==> config.mk <==
export PLATFORM = sky130hd
export DESIGN_NAME = vector_unpack
export DESIGN_NICKNAME = d
export VERILOG_FILES = /design/src/rtl/vector_unpack_pkg.sv /design/src/rtl/vector_unpack.sv
export SDC_FILE = /design/constraint.sdc
export NUM_CORES = 1
export LEC_CHECK = 0
export BUFFER_PORTS_ARGS = -buffer_cell sky130_fd_sc_hd__buf_2
export CAP_MARGIN = 20
export CORE_MARGIN = 5
export CORE_UTILIZATION = 54
export DETAILED_ROUTE_END_ITERATION = 7
export PLACE_DENSITY = 0.79
export REMOVE_ABC_BUFFERS = 1
export SLEW_MARGIN = 15
export SYNTH_ARGS = -nofsm -noshare
export SYNTH_HDL_FRONTEND = slang
export SYNTH_SLANG_ARGS = --single-unit
==> constraint.sdc <==
create_clock -name clk -period 1.96 [get_ports clk]
set_input_delay 0 -clock clk [delete_from_list [all_inputs] [get_ports clk]]
set_output_delay 0 -clock clk [all_outputs]
set_load 0.01 [all_outputs]
==> src/rtl/vector_unpack_pkg.sv <==
// Shared vector-machine definitions: word geometry, unpack state encoding,
// and the lane-slice helper used wherever a packed word is split into lanes.
package vector_unpack_pkg;

    localparam int VEC_WIDTH = 24;
    localparam int VEC_LANE  = 8;

    // Widest packed word the slice helper can address.
    localparam int SLICE_MAX = 256;

    typedef enum logic {
        IDLE = 1'b0,
        SEND = 1'b1
    } unpack_state_t;

    // Returns lane `idx` of `word` in the low `lane` bits; upper bits are zero-padded.
    function automatic logic [SLICE_MAX-1:0] lane_slice(
        input logic [SLICE_MAX-1:0] word,
        input int unsigned          idx,
        input int unsigned          lane
    );
        logic [SLICE_MAX-1:0] mask;
        mask = ~({SLICE_MAX{1'b1}} << lane);
        return (word >> (idx * lane)) & mask;
    endfunction

endpackage

==> src/rtl/vector_unpack.sv <==
// Splits one packed vector word into LANES scalar elements, lane 0 first,
// over a valid/ready stream; a new word may load on the final handshake.
module vector_unpack
    import vector_unpack_pkg::*;
#(
    parameter int WIDTH = VEC_WIDTH,
    parameter int LANE  = VEC_LANE,
    parameter int LANES = WIDTH / LANE,
    parameter int IDXW  = (LANES > 1) ? $clog2(LANES) : 1
) (
    input  logic             clk,
    input  logic             reset,
    input  logic             load,
    input  logic [WIDTH-1:0] data_in,
    output logic             busy,
    output logic             load_drop,
    output logic [LANE-1:0]  elem_out,
    output logic             elem_valid,
    input  logic             elem_ready,
    output logic [IDXW-1:0]  elem_idx,
    output logic             elem_last
);

    localparam int              NSLOT    = 1 << IDXW;
    localparam logic [IDXW-1:0] LAST_IDX = IDXW'(LANES - 1);

    unpack_state_t    state_reg;
    logic [WIDTH-1:0] word_reg;

    // Lane table sized to the full index range so every index value is legal;
    // slots beyond LANES-1 read as zero and are never selected.
    logic [LANE-1:0] lane_tbl [NSLOT];

    generate
        for (genvar gi = 0; gi < NSLOT; gi++) begin : g_lane
            logic [SLICE_MAX-1:0] slice;
            assign slice       = lane_slice(SLICE_MAX'(word_reg), gi, LANE);
            assign lane_tbl[gi] = slice[LANE-1:0];
        end
    endgenerate

    logic            fire;
    logic            final_fire;
    logic            load_ok;
    logic [IDXW-1:0] idx_next;

    assign fire       = elem_valid && elem_ready;
    assign final_fire = fire && elem_last;
    assign load_ok    = load && ((state_reg == IDLE) || final_fire);
    assign idx_next   = elem_idx + 1'b1;

    always_ff @(posedge clk or posedge reset) begin
        if (reset) begin
            state_reg  <= IDLE;
            word_reg   <= '0;
            busy       <= 1'b0;
            load_drop  <= 1'b0;
            elem_out   <= '0;
            elem_valid <= 1'b0;
            elem_idx   <= '0;
            elem_last  <= 1'b0;
        end else begin
            load_drop <= load && !load_ok;
            if (load_ok) begin
                state_reg  <= SEND;
                word_reg   <= data_in;
                busy       <= 1'b1;
                elem_out   <= data_in[LANE-1:0];
                elem_valid <= 1'b1;
                elem_idx   <= '0;
                elem_last  <= (LANES == 1);
            end else if (final_fire) begin
                state_reg  <= IDLE;
                busy       <= 1'b0;
                elem_valid <= 1'b0;
                elem_last  <= 1'b0;
            end else if (fire) begin
                elem_idx  <= idx_next;
                elem_out  <= lane_tbl[idx_next];
                elem_last <= (idx_next == LAST_IDX);
            end
        end
    end

endmodule

* Word-level counts from Yosys, hierarchy flattened
Index checks and enable logic that the tools add are counted.
Word-level totals: bits in writable memories 0, latch bits 0, input port bits 28, ROM bits 0, output and inout bits 14, logic and storage cells 36, bits in registers 37, memories 0
Operators by class: order comparisons 1, multiply operators 0, eq/ne operators 2, div/mod/pow operators 0, multiplexer cells 14, shift operators 0, reductions and logical operators 10, bitwise logic cells 2, add/sub/neg operators 1
Operator list (number):
- 2-to-1 mux 8 bit | 5
- binary-select mux 8 bit (select 2 bit) | 1
- 2-to-1 mux 2 bit | 3
- 2-to-1 mux 1 bit | 5
- logical AND 1 bit | 4
- nonzero test 2 bit | 2
- greater-or-equal comparator 3 bit (second input constant) | 1
- NOT 2 -> 3 bit | 1
- nonzero test 3 bit | 1
- adder 2 x 1 -> 2 bit (second input constant) | 1
- equality test 2 bit (second input constant) | 1
- != test 2 x 1 -> 1 bit (second input constant) | 1
- AND reduction 2 bit | 1
- logical NOT 1 bit | 1
- logical OR 1 bit | 1
- NOT 1 bit | 1

* Logic depth before layout (Yosys ltp)
word-level depth 8, gate-level depth with buffers 6, gate-level depth less buffers 5

* Worst setup path before layout
OpenSTA, ideal clock, no wires.
path kind reg-to-reg, from register elem_idx[0], to register elem_out[7], period minus slack after synthesis 1.631 ns, arrival 1.498 ns, buffers on the path 1, library setup time 0.133 ns, path slack 0.329 ns, required time 1.827 ns, stages on the path, launching flop included 6, cells stage by stage dfrtp_1 -> ha_1 -> buf_2 -> mux2_2 -> a22oi_1 -> a32oi_1
Between the ends: cells in the longest elaborated chain, start to end 8
RTL lines:
- start: declaration | line vector_unpack.sv:20 | output logic [IDXW-1:0] elem_idx,
- start signal: assignment | line vector_unpack.sv:78 | elem_idx <= idx_next;
- adder 2 x 1 -> 2 bit | line vector_unpack.sv:50 | assign idx_next = elem_idx + 1'b1;
- NOT 2 -> 3 bit (not written as such) | line vector_unpack.sv:79 | elem_out <= lane_tbl[idx_next];
- binary-select mux 8 bit (select 2 bit) | line vector_unpack.sv:79
- 2-to-1 mux 8 bit (not written as such) (2 in series) | line vector_unpack.sv:79
- 2-to-1 mux 8 bit | line vector_unpack.sv:77 | end else if (fire) begin
- 2-to-1 mux 8 bit | line vector_unpack.sv:72 | end else if (final_fire) begin
- 2-to-1 mux 8 bit | line vector_unpack.sv:64 | if (load_ok) begin
- end signal: assignment | line vector_unpack.sv:68 | elem_out <= data_in[LANE-1:0];
- end signal: assignment | line vector_unpack.sv:79
- end: declaration | line vector_unpack.sv:17 | output logic [LANE-1:0] elem_out,
No other way between the ends. The select of a mux whose other input is x is not followed. A chain may end at the register's enable or synchronous reset.

* Worst setup path after layout
from register elem_idx[1], to register elem_out[1]
Same word-level chain as after synthesis.

==> results.json <==
{
  "synth_cell_types": 27,
  "start_util": 0.567,
  "synth-seq-cells": 37,
  "portBuffers": 41,
  "utilization": 0.720,
  "final_common_cell": "buf_2",
  "final_cell_mix": "buf_2, dfrtp_1, dlygate4sd3_1, mux2_4, mux2_2",
  "crit_path_cell_trace": "inv_1 -> ha_1 -> buf_4 -> mux2_2 -> a22oi_1 -> a32oi_1",
  "fmax_mhz": 553,
  "boundaryPins": 42,
  "n_antenna_cell": 0,
  "pwr-share-clk": 0.132,
  "syn_area_um2": 1940,
  "rows": 21,
  "power.switching_mw": 1.24,
  "wire_per_inst_um": 17.2,
  "p_sw_frac": 0.347,
  "status": "finished, final reports clean",
  "pre_cts_ws_ns": 0.0777,
  "start_kind": "flip-flop",
  "cts.sinks": 37,
  "cts-root-buf": "clkbuf_4",
  "cts_post_setup_buffers_inserted": 0,
  "worst_slew_pin_slew_ns": 0.474,
  "min_period_over_period": 0.923,
  "final_cells": 265,
  "fin_ws_ns": 0.150,
  "critPathArrivalTime_ns": 2.04,
  "drt-total-wl_mm": 4.56,
  "peakVddDrop_mv": 0.885,
  "maxSlewViolCount": 0,
  "grt_pass1_vias": 1632,
  "antenna_found_initial": 0,
  "grt_pass1_wl_mm": 7.76,
  "synth_cells": 154,
  "grt-ovfl-total": 0,
  "max_stage_delay_ns": 0.45,
  "p_leak_nw": 1.17,
  "hp-class": "primary input to flip-flop",
  "reg2reg_depth": 6,
  "crit_path_end_kind": "flip-flop",
  "crit_type": "flip-flop to flip-flop",
  "vias": 1460,
  "setup_violations": 0,
  "synth_edf_count": 0,
  "grt_use_total": 0.198,
  "clock_tree.buffer_depth": 2,
  "rsz0062_at_grt": "false",
  "largest_reg_flops": 24,
  "max_cap_viol_count": 0,
  "seqPwrFrac": 0.389,
  "clkTransAtPathRegs_ns": 0.12,
  "insertion_delay_ns": 0.35,
  "drt_iter0_markers": 77,
  "p_per_area_nw_per_um2": 1450,
  "dieArea_um2": 4880,
  "finalClockSkew_ns": 0.00973,
  "crit_slowest_cell": "ha_1",
  "tns_ns": 0,
  "tritoncts": "done",
  "async_flop_share": 1.00,
  "syn_avg_cell_area_um2": 12.6,
  "grt_max_degree": 38,
  "fp.dieH_um": 69.9,
  "synth_flop_cell": "dfrtp_1",
  "combinationalPowerShare": 0.479,
  "drive_above_1_share": 0.411,
  "yosys_warnings": 0,
  "drtPass1Iterations": 4,
  "min_period_ns": 1.81,
  "via_per_inst": 5.51,
  "final_nets": 247,
  "path_max_fanout": 8,
  "cts_buffers": 5,
  "design.core.area_um2": 3420,
  "drtAntennaViolNets": 0,
  "final-hold-violation-count": 0,
  "placedCellCount": 232,
  "place_hpwl_mm": 2.95,
  "areaGrowthSynthToFinish_pct": 26.9,
  "worstPathRequired_ns": 2.19,
  "gp_congestion": 0.766,
  "intPower_mw": 2.34,
  "htree_levels": 2,
  "dieWidth_um": 69.9,
  "slew_headroom": 0.684,
  "remaining_drc_errors": 0,
  "yosysSeqAreaShare": 0.478,
  "hold_depth": 2
}
==> path summary, 6_finish.rpt <==
kind                                  start           to  slack, ns
worst max-delay path            elem_idx[1]  elem_out[1]       0.15
worst min-delay path                   load    load_drop        0.1
worst max register to register  elem_idx[1]  elem_out[1]       0.15
worst min register to register  word_reg[0]  word_reg[0]       0.52
max in group asynchronous             reset  word_reg[3]       1.34
min in group asynchronous             reset  word_reg[6]       0.27
==> cells in the mapped netlist, drive strengths merged (2+ instances only) <==
library cell | count | share of area
clkbuf | 6 | 0.012
inv | 3 | 0.0058
a21oi | 2 | 0.0052
o21ai | 8 | 0.021
mux2i | 2 | 0.010
nand3 | 7 | 0.018
buf | 8 | 0.041
nand2b | 11 | 0.039
a32oi | 8 | 0.036
a22oi | 7 | 0.027
mux2 | 32 | 0.22
and2 | 2 | 0.0065
nor2b | 12 | 0.039
dfrtp | 37 | 0.48
a22o | 2 | 0.0090
==> cell type report <==
type                    count  area, um^2
clock inverters             1        5.00
repair buffers             71         493
clock buffers               7        65.1
flip-flops and latches     37         926
inverters                   3        11.3
multi-input cells         100         901
well taps                  46        57.6
fillers                   256         957
==> layer usage <==
layer	vias up	wire (um)	global-route usage	part of all wire
met2	48	2290	0.335	0.50
met4	0	126	0.0936	0.028
met3	16	291	0.0545	0.064
met5	-	0	0	0
li1	677	-	-	-
met1	719	1850	0.233	0.41
==> power by group through the flow <==
stage	sequential, mW	combinational (mW)	clock [mW]
global route	1.44	1.86	0.510
CTS	1.39	1.71	0.470
finish	1.39	1.71	0.471
detailed placement	1.41	1.66	0
floorplan	1.42	1.12	0
global placement	1.38	1.58	0
==> kinds of logic (layout without fill, tap and decap cells) <==
| group | count (synthesis) | after routing | synth area share |
|---|---|---|---|
| muxes | 34 | 34 | 0.235 |
| AOI/OAI and AO/OA | 30 | 30 | 0.110 |
| and+or+nand+nor | 35 | 35 | 0.112 |
| buffers and inverters | 17 | 82 | 0.0581 |
| adders and majority gates | 1 | 1 | 0.00646 |
| DFF | 37 | 37 | 0.478 |
==> worst max-delay path: cells and delay by family, from the launching register on <==
kind	cells	cell delay, ns
fa+ha+maj	1	0.45
compound gates	2	0.24
buf+inv	2	0.28
mux	1	0.34
flops	1	0.39
==> timing repair <==
| item | 4_1_cts | 5_1_grt |
|---|---|---|
| setup endpoints to repair | 0 | 7 |
| gates resized for setup | 0 | 1 |
| hold endpoints to repair | 67 | 0 |
| hold buffers | 25 | 0 |
==> stage by stage <==
stage	instance area (um^2)	power, mW	hold WS [ns]
floorplan	1840	2.53	0.112
global placement	2140	2.96	0.122
detailed placement	2140	3.07	0.129
CTS	2460	3.57	0.0948
global route	2460	3.81	0.114
finish	2460	3.58	0.0969
(Power assumes the default switching activity.)
